`src/rtl/stereo_pkg.sv`:
```
// Shared types and constants for the stereo frame-buffer write path.
// Frame buffer layout: left image in columns 0..H_RES-1, right image beside it.
package stereo_pkg;

    localparam int H_RES      = 640;
    localparam int V_RES      = 480;
    localparam int ROW_STRIDE = 2 * H_RES;

    typedef struct packed {
        logic [7:0] value;
        logic [9:0] x;
        logic [9:0] y;
    } pixel_t;

    typedef enum logic {
        SIDE_L = 1'b0,
        SIDE_R = 1'b1
    } side_e;

    // y*ROW_STRIDE is built from shifts: 1280 = 1024 + 256.
    function automatic logic [19:0] pix_addr(input pixel_t p, input side_e side);
        logic [19:0] y_ext;
        logic [19:0] x_ext;
        y_ext = {10'd0, p.y};
        x_ext = {10'd0, p.x};
        pix_addr = (y_ext << 10) + (y_ext << 8) + x_ext
                 + ((side == SIDE_R) ? 20'(H_RES) : 20'd0);
    endfunction

endpackage

```
`src/rtl/pix_fifo.sv`:
```
// Small synchronous FIFO of pixel records; pointers carry one extra wrap bit
// so full and empty are distinguishable without a separate counter.
module pix_fifo
    import stereo_pkg::*;
#(
    parameter int DEPTH = 4
) (
    input  logic                     clk,
    input  logic                     reset_n,
    input  logic                     push,
    input  pixel_t                   din,
    input  logic                     pop,
    output pixel_t                   dout,
    output logic                     full,
    output logic                     empty,
    output logic [$clog2(DEPTH):0]   count
);

    localparam int PW = $clog2(DEPTH);

    pixel_t        mem [DEPTH];
    logic [PW:0]   wr_ptr;
    logic [PW:0]   rd_ptr;
    logic          do_push;
    logic          do_pop;

    assign count   = wr_ptr - rd_ptr;
    assign full    = (count == (PW+1)'(DEPTH));
    assign empty   = (wr_ptr == rd_ptr);
    assign do_push = push && !full;
    assign do_pop  = pop && !empty;
    assign dout    = mem[rd_ptr[PW-1:0]];

    // NOTE: storage has no reset; only the pointers define which entries are valid.
    always_ff @(posedge clk) begin
        if (do_push) begin
            mem[wr_ptr[PW-1:0]] <= din;
        end
    end

    // NOTE: sequential state always uses non-blocking assignments.
    always_ff @(posedge clk or negedge reset_n) begin
        if (!reset_n) begin
            wr_ptr <= '0;
            rd_ptr <= '0;
        end else begin
            if (do_push) wr_ptr <= wr_ptr + 1'b1;
            if (do_pop)  rd_ptr <= rd_ptr + 1'b1;
        end
    end

endmodule

```
`src/rtl/stereo_wr_arbiter.sv`:
```
// Merges the left and right camera streams onto the single frame-buffer write
// port: range check, per-side FIFOs, round-robin grant and a held output register.
module stereo_wr_arbiter
    import stereo_pkg::*;
#(
    parameter int FIFO_DEPTH = 4
) (
    input  logic        clk,
    input  logic        reset_n,
    input  logic [7:0]  l_value,
    input  logic [9:0]  l_x,
    input  logic [9:0]  l_y,
    input  logic        l_is_val,
    input  logic [7:0]  r_value,
    input  logic [9:0]  r_x,
    input  logic [9:0]  r_y,
    input  logic        r_is_val,
    output logic [19:0] mem_addr,
    output logic [7:0]  mem_data,
    output logic        mem_we,
    input  logic        mem_ready,
    input  logic        clr_ovf,
    output logic        l_ovf,
    output logic        r_ovf,
    output logic        l_oor,
    output logic        r_oor
);

    localparam int CW = $clog2(FIFO_DEPTH) + 1;

    pixel_t        l_pix, r_pix, l_head, r_head, grant_pix;
    logic          l_in_range, r_in_range;
    logic          l_push, r_push, l_pop, r_pop;
    logic          l_full, r_full, l_empty, r_empty;
    logic [CW-1:0] l_count, r_count;
    logic          l_drop, r_drop, l_bad, r_bad;
    logic          can_load, grant_valid;
    side_e         grant_side, last_grant;

    assign l_pix = '{value: l_value, x: l_x, y: l_y};
    assign r_pix = '{value: r_value, x: r_x, y: r_y};

    assign l_in_range = (l_x < 10'(H_RES)) && (l_y < 10'(V_RES));
    assign r_in_range = (r_x < 10'(H_RES)) && (r_y < 10'(V_RES));

    assign l_bad  = l_is_val && !l_in_range;
    assign r_bad  = r_is_val && !r_in_range;
    assign l_push = l_is_val && l_in_range && !l_full;
    assign r_push = r_is_val && r_in_range && !r_full;
    // Occupancy at the start of the cycle decides a drop, even if a pop happens too.
    assign l_drop = l_is_val && l_in_range && (l_count == CW'(FIFO_DEPTH));
    assign r_drop = r_is_val && r_in_range && (r_count == CW'(FIFO_DEPTH));

    pix_fifo #(.DEPTH(FIFO_DEPTH)) u_l_fifo (
        .clk     (clk),
        .reset_n (reset_n),
        .push    (l_push),
        .din     (l_pix),
        .pop     (l_pop),
        .dout    (l_head),
        .full    (l_full),
        .empty   (l_empty),
        .count   (l_count)
    );

    pix_fifo #(.DEPTH(FIFO_DEPTH)) u_r_fifo (
        .clk     (clk),
        .reset_n (reset_n),
        .push    (r_push),
        .din     (r_pix),
        .pop     (r_pop),
        .dout    (r_head),
        .full    (r_full),
        .empty   (r_empty),
        .count   (r_count)
    );

    assign can_load = !mem_we || mem_ready;

    // NOTE: every always_comb output gets a default first so no latch is inferred.
    always_comb begin
        grant_valid = 1'b0;
        grant_side  = SIDE_L;
        if (!l_empty && !r_empty) begin
            grant_valid = 1'b1;
            grant_side  = (last_grant == SIDE_R) ? SIDE_L : SIDE_R;
        end else if (!l_empty) begin
            grant_valid = 1'b1;
            grant_side  = SIDE_L;
        end else if (!r_empty) begin
            grant_valid = 1'b1;
            grant_side  = SIDE_R;
        end
    end

    assign l_pop     = can_load && grant_valid && (grant_side == SIDE_L);
    assign r_pop     = can_load && grant_valid && (grant_side == SIDE_R);
    assign grant_pix = (grant_side == SIDE_R) ? r_head : l_head;

    always_ff @(posedge clk or negedge reset_n) begin
        if (!reset_n) begin
            mem_we     <= 1'b0;
            mem_addr   <= '0;
            mem_data   <= '0;
            last_grant <= SIDE_R;
        end else if (can_load) begin
            if (grant_valid) begin
                mem_we     <= 1'b1;
                mem_addr   <= pix_addr(grant_pix, grant_side);
                mem_data   <= grant_pix.value;
                last_grant <= grant_side;
            end else begin
                mem_we <= 1'b0;
            end
        end
    end

    // A set event in the same cycle as clr_ovf keeps the flag high.
    always_ff @(posedge clk or negedge reset_n) begin
        if (!reset_n) begin
            l_ovf <= 1'b0;
            r_ovf <= 1'b0;
            l_oor <= 1'b0;
            r_oor <= 1'b0;
        end else begin
            if (l_drop)       l_ovf <= 1'b1;
            else if (clr_ovf) l_ovf <= 1'b0;
            if (r_drop)       r_ovf <= 1'b1;
            else if (clr_ovf) r_ovf <= 1'b0;
            if (l_bad)        l_oor <= 1'b1;
            else if (clr_ovf) l_oor <= 1'b0;
            if (r_bad)        r_oor <= 1'b1;
            else if (clr_ovf) r_oor <= 1'b0;
        end
    end

endmodule

```
`config.mk`:
```
export PLATFORM = sky130hd
export DESIGN_NAME = stereo_wr_arbiter
export DESIGN_NICKNAME = d
export VERILOG_FILES = /design/src/rtl/stereo_pkg.sv /design/src/rtl/pix_fifo.sv /design/src/rtl/stereo_wr_arbiter.sv
export SDC_FILE = /design/constraint.sdc
export NUM_CORES = 1
export LEC_CHECK = 0
export CORE_MARGIN = 1.5
export CORE_UTILIZATION = 30
export CTS_BUF_LIST = sky130_fd_sc_hd__clkbuf_16
export DETAILED_ROUTE_END_ITERATION = 10
export GPL_ROUTABILITY_DRIVEN = 0
export GPL_TIMING_DRIVEN = 0
export PLACE_DENSITY_LB_ADDON = 0.3
export SLEW_MARGIN = 20
export SYNTH_ARGS = -nofsm -noshare
export SYNTH_HDL_FRONTEND = slang
export SYNTH_SLANG_ARGS = --single-unit
```
`constraint.sdc`:
```
create_clock -name clk -period 8.9 [get_ports clk]
set_input_delay 1.335 -clock clk [delete_from_list [all_inputs] [get_ports clk]]
set_output_delay 1.335 -clock clk [all_outputs]
set_load 0.01 [all_outputs]
```
* Yosys cells after proc, flatten, opt, wreduce, memory -nomap -nowiden
Memory sizes are Yosys's and may differ from the RTL's.
Index checks and enable logic that the tools add are counted.
** Storage, ports and cells
- Memory bits (writable) :: 224
- Memories :: 2
- Output and inout bits :: 33
- Register bits :: 46
** Memory list
- u_l_fifo.mem :: depth 4, bits a word 28, rd ports 1, clocked after Yosys merged registers in 0, wr ports 1, RTL line pix_fifo.sv:21 : pixel_t mem [DEPTH];
- u_r_fifo.mem :: depth 4, bits a word 28, rd ports 1, clocked after Yosys merged registers in 0, wr ports 1, RTL line pix_fifo.sv:21
** Cells by class
- $lt $le $gt $ge :: 4
- Reductions and logical operators :: 31
- Add/subtract/negate cells :: 9
- Bitwise logic cells :: 1
- Multiplexer cells :: 18
- Equal/unequal tests :: 4
** Operators by type and width (count)
- $add A20 B10 Y20 :: 2
- $mux W28 :: 1
- $add A20 B18 Y20 :: 1
- $lt A10 B10 Y1 const B :: 2
- $lt A10 B9 Y1 const B :: 2
- $logic_and A1 B1 Y1 :: 18
- $mux W1 :: 16
- $add A3 B1 Y3 const B :: 4
- $mux W10 :: 1
- $reduce_bool A2 Y1 :: 4
- $logic_not A1 Y1 :: 7
- $eq A3 B3 Y1 :: 2
- $eq A3 B3 Y1 const B :: 2
- $sub A3 B3 Y3 :: 2
- $reduce_and A2 Y1 :: 1
- $logic_or A1 B1 Y1 :: 1
- $not A1 Y1 :: 1

* Logic depth before layout (Yosys ltp)
Gate-level depths: netlist (run 1).
- Depth after elaboration :: 8
- Mapped depth :: 20
- Mapped depth without buffers :: 17

* Hierarchy
Synthesis (run 1) repeated with hierarchy kept, for this count alone.
** Unflattened totals
- Cell total of the unflattened synthesis :: 619
- Area, all modules :: 11240.8 um2
** By module, submodules not included
- pix_fifo :: area an instance 4500.6 um2, cells an instance 190, instances 2
- stereo_wr_arbiter :: area an instance 2239.6 um2, cells an instance 239, instances 1

* Worst setup path after synthesis (run 1)
Ideal clock, no wire load.
- Path type :: flip-flop to flip-flop
- From :: reg u_l_fifo.rd_ptr[1]
- To :: reg mem_addr[19]
- Slack :: 4606 ps
- Library setup time :: 131 ps
- Data required time :: 8769 ps
- Path buffers :: 4
- Stages on the path, launching flop included :: 19
- Data arrival time :: 4163 ps
- Cell sequence :: dfrtp_1 -> buf_2 -> buf_1 -> inv_1 -> ha_1 -> nand2_1 -> o21ai_2 -> nand2_4 -> buf_8 -> buf_4 -> nand2_1 -> nand2_1 -> fa_1 -> ha_1 -> a211oi_1 -> o21ai_0 -> a32o_1 -> nand4_1 -> or3b_1
** On the way
- Longest elaborated chain between the ends :: 8
** RTL lines
- from (decl) :: RTL line pix_fifo.sv:23 : logic [PW:0] rd_ptr;
- from (signal assigned) :: RTL line pix_fifo.sv:48 : if (do_pop) rd_ptr <= rd_ptr + 1'b1;
- $eq A3 B3 Y1 :: RTL line pix_fifo.sv:29 : assign empty = (wr_ptr == rd_ptr);
- $logic_not A1 Y1 :: RTL line stereo_wr_arbiter.sv:84 : if (!l_empty && !r_empty) begin
- $logic_and A1 B1 Y1 :: RTL line stereo_wr_arbiter.sv:84
- $mux W1 :: RTL line stereo_wr_arbiter.sv:84
- $mux W28 :: RTL line stereo_wr_arbiter.sv:98 : assign grant_pix = (grant_side == SIDE_R) ? r_head : l_head;
- $add A20 B18 Y20 :: RTL line stereo_pkg.sv:26 : pix_addr = (y_ext << 10) + (y_ext << 8) + x_ext
- $add A20 B10 Y20 :: RTL line stereo_pkg.sv:26
- $add A20 B10 Y20 :: RTL line stereo_pkg.sv:27 : + ((side == SIDE_R) ? 20'(H_RES) : 20'd0);
- to (signal assigned) :: RTL line stereo_wr_arbiter.sv:109 : mem_addr <= pix_addr(grant_pix, grant_side);
- to (decl) :: RTL line stereo_wr_arbiter.sv:18 : output logic [19:0] mem_addr,
Parallel ways exist; a longest one is shown, timed or not.
A chain may end at the register's enable or synchronous reset.

* Worst setup path in the final report (run 1)
- From :: reg u_l_fifo.rd_ptr[1]
- To :: reg mem_addr[19]
** On the way
- Longest elaborated chain between the ends :: 8
** RTL lines
- $eq A3 B3 Y1 * :: RTL line pix_fifo.sv:29
- $logic_not A1 Y1 :: RTL line stereo_wr_arbiter.sv:84
- $logic_and A1 B1 Y1 :: RTL line stereo_wr_arbiter.sv:84
- $mux W1 * :: RTL line stereo_wr_arbiter.sv:84
- via grant_side :: RTL line stereo_wr_arbiter.sv:38 : side_e grant_side, last_grant;
- $mux W28 :: RTL line stereo_wr_arbiter.sv:98
- $add A20 B18 Y20 :: RTL line stereo_pkg.sv:26
- $add A20 B10 Y20 :: RTL line stereo_pkg.sv:26
- $add A20 B10 Y20 * :: RTL line stereo_pkg.sv:27
The timed path passes the listed nets; every way through them passes the cells marked *.

==> metrics.yaml, run 1 <==
clock_tree:
  cts.path.max_buffers: 3
  htree_levels: 1
  cts_resized: 0
  numClockSinks: 270
  clkLatencyLatePin_ns: 0.55
  cts_inserted_buffers: 27
  cts-root-buf: "clkbuf_16"
  cts_hold_buf: 0
  path_clk_slew_ns: 0.06
  cts_setup_buffers: 0
  cts_tree: "yes"
power_and_ir_drop:
  pwr_density_cell_nw_per_um2: 402
  power_leakage_uw: 0.00488
  ir_drop_uv: 435
routing:
  drc: 0
  drt-initial-drc-count: 435
  vias: 5906
  postRouteWirelength_mm: 24.8
  drtAntennaViolNets: 0
  drt-pass1-iter-count: 4
  post_drt_via_cell_ratio: 4.70
  wl_per_cell_microns: 19.7
grt:
  grtUsageTotal_pct: 12.9
  grt_max_degree: 47
  grt_pass1_wl_mm: 37.4
  antenna_found_initial: 2
  overflow: 0
  grt_pass1_vias: 6056
status:
  status: "finished clean"
synth:
  syn_nets: 737
  async_flop_share_pct: 17.0
  synth-edff-count: 224
  synth.most_common_cell: "edfxtp_1"
  synth_commonest_cells: "edfxtp_1 (224), nand2_1 (81), mux4_2 (55)"
  syn_area_sq_um: 11300
  synth_area_leaders: "edfxtp_1 (60%), mux4_2 (11%), dfrtp_1 (10%), ha_1 (3.9%), nand2_1 (2.7%)"
  synth-seq-cells: 270
  netlist_instances: 638
  yosys.area.top_type_share_pct: 59.7
  ys.flop_type: "edfxtp_1"
  synth_area_per_cell_sq_um: 17.7
  synth.distinct_cells: 60
  yosysWarnings: 0
  synth_top_cell_by_area: "edfxtp_1"
  ys_seq_area_share_pct: 69.9
floorplan:
  start_util_pct: 30.6
  top_level_ports: 95
  fp.dieH_microns: 197
  core-area_sq_um: 36800
  chipWidth_microns: 197
  rows: 70
  dieArea_sq_um: 38700
layout:
  multi_input_area_sq_um: 3200
  drive_gt1_share_pct: 17.1
  area_growth_pct: 22.1
  layout.nets: 866
  nFillCells: 3484
  final-seq-area_sq_um: 7880
sta:
  final_hold_viol_count: 0
  hold_ws_ns: 0.470
  setup_violations: 0
  tightest_slew_ns: 0.842
  fmax_ghz: 0.189
  fin_crit_ns: 5.28
  post-route-period-util_pct: 59.3
  rsz0062_at_grt: "no"
  drv_slew: 0
  fin_worst_skew_ns: 0.00917
  relSlewSlack_pct: 43.9
  finalSetupTns_ns: 0
worst_setup_path:
  rr_worst_depth: 18
  startpoint: "u_l_fifo.rd_ptr[1]"
  critPathArrivalTime_ns: 5.70
  r2r_start: "u_l_fifo.rd_ptr[1]"
  worstPathMaxFanout: 11
  crit_required_ns: 9.32
  reg2reg_setup_slack_ns: 3.62
  crit_type: "reg -> reg"
  end_kind: "flop"
  start_kind: "flop"
  r2r_end: "mem_addr[19]"
worst_hold_path:
  hold_class: "reg -> reg"
  hp-start: "mem_addr[7]"
  min_to: "mem_addr[7]"
  holdPathStages: 2
flow_run:
  maxCapViolations: 0
placed_design:
  port_buffers: 94
  dp_hpwl_mm: 17.5
[final cells by class]
class	count	area share (%)
well taps	468	4.26
repair buffers	100	7.86
clock inverters	23	1.01
flip-flops and latches	270	57.3
diodes	1	0.0182
clock buffers	27	4.91
multi-input cells	330	23.3
inverters	16	0.437
plain buffers	22	0.973
[routing by layer]
metal	wire [microns]	GRT usage [%]	share of wire [%]
met3	1440	2.91	5.8
met5	25	0	0.10
met1	11400	18.3	46
met2	11400	20.4	46
met4	480	2.69	1.9
[where the power goes]
part	switching, uW	internal, uW	leakage (uW)
sequential	106	1570	0.00258
clock	475	581	0.000437
combinational	1580	1210	0.00187
[metrics by stage]
step	instances	area, sq um	total power (uW)	setup slack [ns]	utilization, %
after floorplan	638	11300	3650	4.61	-
after CTS	1256	13800	5590	3.57	37.4
final	1257	13800	5520	3.62	37.4
after detailed placement	1206	12900	4500	3.64	35.2
after global placement	1200	12800	4480	3.59	34.8
after global routing	1256	13800	5970	3.20	37.4
[cell families (layout without fill, tap and decap cells)]
family / count (synthesis) / count (layout) / synth area share [%]
flip-flops: 270 / 270 / 69.9
AND/OR/NAND/NOR: 128 / 128 / 5.59
other: 0 / 1 / 0
XOR/XNOR: 19 / 19 / 1.54
multiplexers: 72 / 72 / 12.7
adder cells (fa/ha/maj): 37 / 37 / 4.24
AO/OA/AOI/OAI: 74 / 74 / 4.31
buffers and inverters: 38 / 188 / 1.72
[worst max path at each step]
| stage | endpoint | cells past startpoint | slack, ns |
|---|---|---|---|
| 2_1_floorplan | mem_addr[19] | 18 | 4.61 |
| 3_3_place_gp | mem_addr[19] | 18 | 3.59 |
| 3_5_place_dp | mem_addr[19] | 18 | 3.64 |
| 4_1_cts | mem_addr[19] | 18 | 3.57 |
| 5_1_grt | mem_addr[19] | 18 | 3.20 |
| 6_report | mem_addr[19] | 18 | 3.62 |
[placed cells by master, fill, tap and decap left out, types with 3 or more instances in the layout]
master and count:
a211oi_1 4, a21o_1 5, a21oi_1 10, and2_2 8, buf_12 3, buf_16 3
buf_2 7, buf_4 7, clkbuf_1 4, clkbuf_16 27, clkdlybuf4s50_1 93, clkinv_1 7
dfrtp_1 45, edfxtp_1 224, ha_1 35, inv_1 25, mux2i_1 15, mux4_2 55
nand2_1 81, nand3_1 6, nand4_1 4, nor2_1 5, nor2b_1 3, nor3_1 3
o21a_1 4, o21ai_0 30, o21ai_1 5, xnor2_1 11, xor2_1 7
[flip-flops by register name, indices dropped and copies added, names as in the netlist]
signal / flops
mem_addr: 20
last_grant: 1
r_ovf: 1
mem_data: 8
u_l_fifo.rd_ptr: 3
u_r_fifo.mem: 112
l_ovf: 1
u_r_fifo.wr_ptr: 3
u_l_fifo.wr_ptr: 3
u_r_fifo.rd_ptr: 3
l_oor: 1
r_oor: 1
mem_we: 1
u_l_fifo.mem: 112
[worst max-delay path, stage by stage, from the launching register on]
cell and delay [ns]:
dfrtp_1 0.38, buf_2 0.31, buf_1 0.52, inv_1 0.14, ha_1 0.43, nand2_1 0.15
o21ai_2 0.25, nand2_4 0.19, inv_2 0.17, buf_2 0.26, nand2_1 0.10, nand2_1 0.12
fa_1 0.46, ha_1 0.33, a211oi_1 0.30, o21ai_0 0.27, a32o_1 0.31, nand4_1 0.09
or3b_1 0.35
No activity file was read; power rests on OpenSTA's default activity.
==> inputs of run 2 (changes only) <==
==> constraint.sdc (replaced) <==
create_clock -name clk -period 4.3 [get_ports clk]
set_input_delay 0.645 -clock clk [delete_from_list [all_inputs] [get_ports clk]]
set_output_delay 0.645 -clock clk [all_outputs]
set_load 0.01 [all_outputs]
==> run 2 against run 1 <==
Sequential share of layout area is 0.38 points lower. Non-clock buffer count decreased by 1. Clock skew is 0.00076 ns lower. Via count is 0.32% higher. Combinational power increased by 120%. Sequential power rose by 110%. Final area grew 0.70%. Wire length up 0.28%. Clock power rose by 110%. Global-route usage about the same. Count of clock-buffer cells in the layout did not move. Flip-flop and latch count is the same. Critical path type unchanged. Largest power group unchanged. Highest routed layer unchanged.
==> metrics.yaml, run 2 (synthesized netlist as in run 1, its figures left out) <==
clock_tree:
  numClockSinks: 270
  cts-root-buf: "clkbuf_16"
  htree_levels: 1
  path_clk_slew_ns: 0.06
  cts_inserted_buffers: 27
  cts.path.max_buffers: 3
  cts_tree: "yes"
  clkLatencyLatePin_ns: 0.55
  cts_hold_buf: 0
routing:
  vias: 5925
  drtAntennaViolNets: 0
  drt-initial-drc-count: 390
  wl_per_cell_microns: 19.8
  drt-pass1-iter-count: 4
  drc: 0
  postRouteWirelength_mm: 24.9
  post_drt_via_cell_ratio: 4.72
floorplan:
  core-area_sq_um: 36800
  top_level_ports: 95
  fp.dieH_microns: 197
  chipWidth_microns: 197
  dieArea_sq_um: 38700
  start_util_pct: 30.6
  rows: 70
worst_setup_path:
  cp_top_family: "adder cells"
  crit_type: "reg -> reg"
  critPathSlowestCell: "fa_1"
  worstPathMaxFanout: 19
  critPathArrivalTime_ns: 4.55
  end_kind: "flop"
  path_cells: "buf_12 > inv_1 > ha_4 > nand2_2 > o21ai_4 > nand2_8 > buf_8 > buf_4 > nand2_1 > nand2_1 > fa_1 > inv_1 > fa_1 > nor2b_2 > o2111ai_2 > a21oi_2 > buf_4 > o21a_1 > o31ai_1"
  crit_required_ns: 4.73
  cpPeakStageDelay_ns: 0.55
  start_kind: "flop"
  cp.buffers_inverters: 6
sta:
  tightest_slew_ns: 0.870
  fmax_ghz: 0.243
  post-route-period-util_pct: 95.7
  relSlewSlack_pct: 42.0
  drv_slew: 0
  fin_worst_skew_ns: 0.00841
  final_hold_viol_count: 0
  setup_violations: 0
  fin_crit_ns: 4.12
grt:
  grt_max_degree: 47
  grt_pass1_wl_mm: 37.3
  overflow: 0
  grtUsageTotal_pct: 12.9
  grt_pass1_vias: 6069
  antenna_found_initial: 2
power_and_ir_drop:
  switching_share_pct: 39.5
  p_int_uw: 7080
  pwr_density_cell_nw_per_um2: 846
  seqPwrFrac_pct: 29.7
  power_switching_uw: 4630
  power_frac_clock_pct: 18.6
  power_leakage_uw: 0.00490
  comb_power_share_pct: 51.7
  ir_drop_uv: 943
layout:
  final_common_cell: "edfxtp_1"
  area_growth_pct: 23.0
  design_area_sq_um: 13900
  final_cell_mix: "edfxtp_1 (224), clkdlybuf4s50_1 (93), nand2_1 (80), mux4_2 (55), dfrtp_1 (43)"
  layout.nets: 865
  drive_gt1_share_pct: 18.7
  layoutNonFillerInstCount: 1256
  postLayoutCoreUtil_pct: 37.7
  nFillCells: 3479
placed_design:
  placed_cells: 1206
  place_area_sq_um: 12900
  port_buffers: 94
  dp_hpwl_mm: 17.5
worst_hold_path:
  hold_class: "in -> async"
flow_run:
  maxCapViolations: 0
status:
  status: "finished clean"
-- run 2: changes by cell type in the layout (fill, tap and decap cells not counted), moves of 2 or more --
cell / delta
buf_2: -3
buf_4: +2
a21oi_2: +2
dfrtp_1: -2
dfrtp_2: +2
ha_1: -2
a21oi_1: -2
-- run 2: path summary, 6_finish.rpt --
| check | start | endpoint | slack, ns | cells past startpoint |
|---|---|---|---|---|
| max | u_l_fifo.rd_ptr[1] | mem_addr[18] | 0.18 | 19 |
| min | reset_n | u_r_fifo.wr_ptr[0] | 0.12 | 1 |
| max reg2reg | u_l_fifo.rd_ptr[1] | mem_addr[18] | 0.18 | 19 |
| min reg2reg | mem_addr[7] | mem_addr[7] | 0.48 | 2 |
| max in group asynchronous | reset_n | u_r_fifo.rd_ptr[1] | 3.71 | 1 |
| min in group clk | mem_addr[7] | mem_addr[7] | 0.48 | 2 |
-- run 2: power groups by stage --
| stage | Clock (uW) | Combinational [uW] | Sequential (uW) |
|---|---|---|---|
| 5_1_grt | 2340 | 6760 | 3520 |
| 3_3_place_gp | 0 | 5750 | 3520 |
| 2_1_floorplan | 0 | 4030 | 3520 |
| 3_5_place_dp | 0 | 5800 | 3520 |
| 4_1_cts | 2250 | 5950 | 3480 |
| 6_report | 2180 | 6050 | 3480 |
-- run 2: layout make-up --
| cell class | instances | area, sq um | area share [%] |
|---|---|---|---|
| well taps | 468 | 586 | 4.23 |
| clock buffers | 27 | 676 | 4.88 |
| multi-input cells | 330 | 3270 | 23.6 |
| diodes | 1 | 2.50 | 0.0181 |
| inverters | 16 | 60.1 | 0.434 |
| repair buffers | 102 | 1100 | 7.91 |
| flip-flops and latches | 270 | 7880 | 56.9 |
| plain buffers | 19 | 146 | 1.06 |
| clock inverters | 23 | 139 | 1.00 |
-- run 2: worst reg2reg max path, cell delays in order, from the launching register on --
cell and delay (ns):
dfrtp_2 0.41, buf_12 0.18, inv_1 0.10, ha_4 0.31, nand2_2 0.10, o21ai_4 0.23, nand2_8 0.14, buf_8 0.19
buf_4 0.17, nand2_1 0.06, nand2_1 0.09, fa_1 0.55, inv_1 0.07, fa_1 0.47, nor2b_2 0.19, o2111ai_2 0.21
a21oi_2 0.22, buf_4 0.13, o21a_1 0.11, o31ai_1 0.07
-- run 2: repair_timing --
action / CTS / global route
pin swaps: 1 / 4
resized for setup: 13 / 11
setup buffers: 1 / 1
endpoints found under the setup margin: 11 / 7
-- run 2: stage by stage --
step,setup TNS [ns],hold WS (ns),setup slack [ns],total power (uW)
floorplan,0,0.349,0.00584,7550
global placement,-6.33,0.463,-1.01,9280
detailed placement,-6.04,0.463,-0.959,9320
CTS,0,0.131,0.000850,11700
global route,-0.0338,0.166,-0.0337,12600
finish,0,0.117,0.183,11700
-- run 2: per-layer routing --
metal,vias to the layer above,GRT usage (%),wire (microns),share of wire (%)
met2,147,20.5,11600,47
met1,2984,18.2,11100,44
met5,-,0,25,0.10
met3,41,2.91,1700,6.8
li1,2749,-,-,-
met4,4,2.69,471,1.9
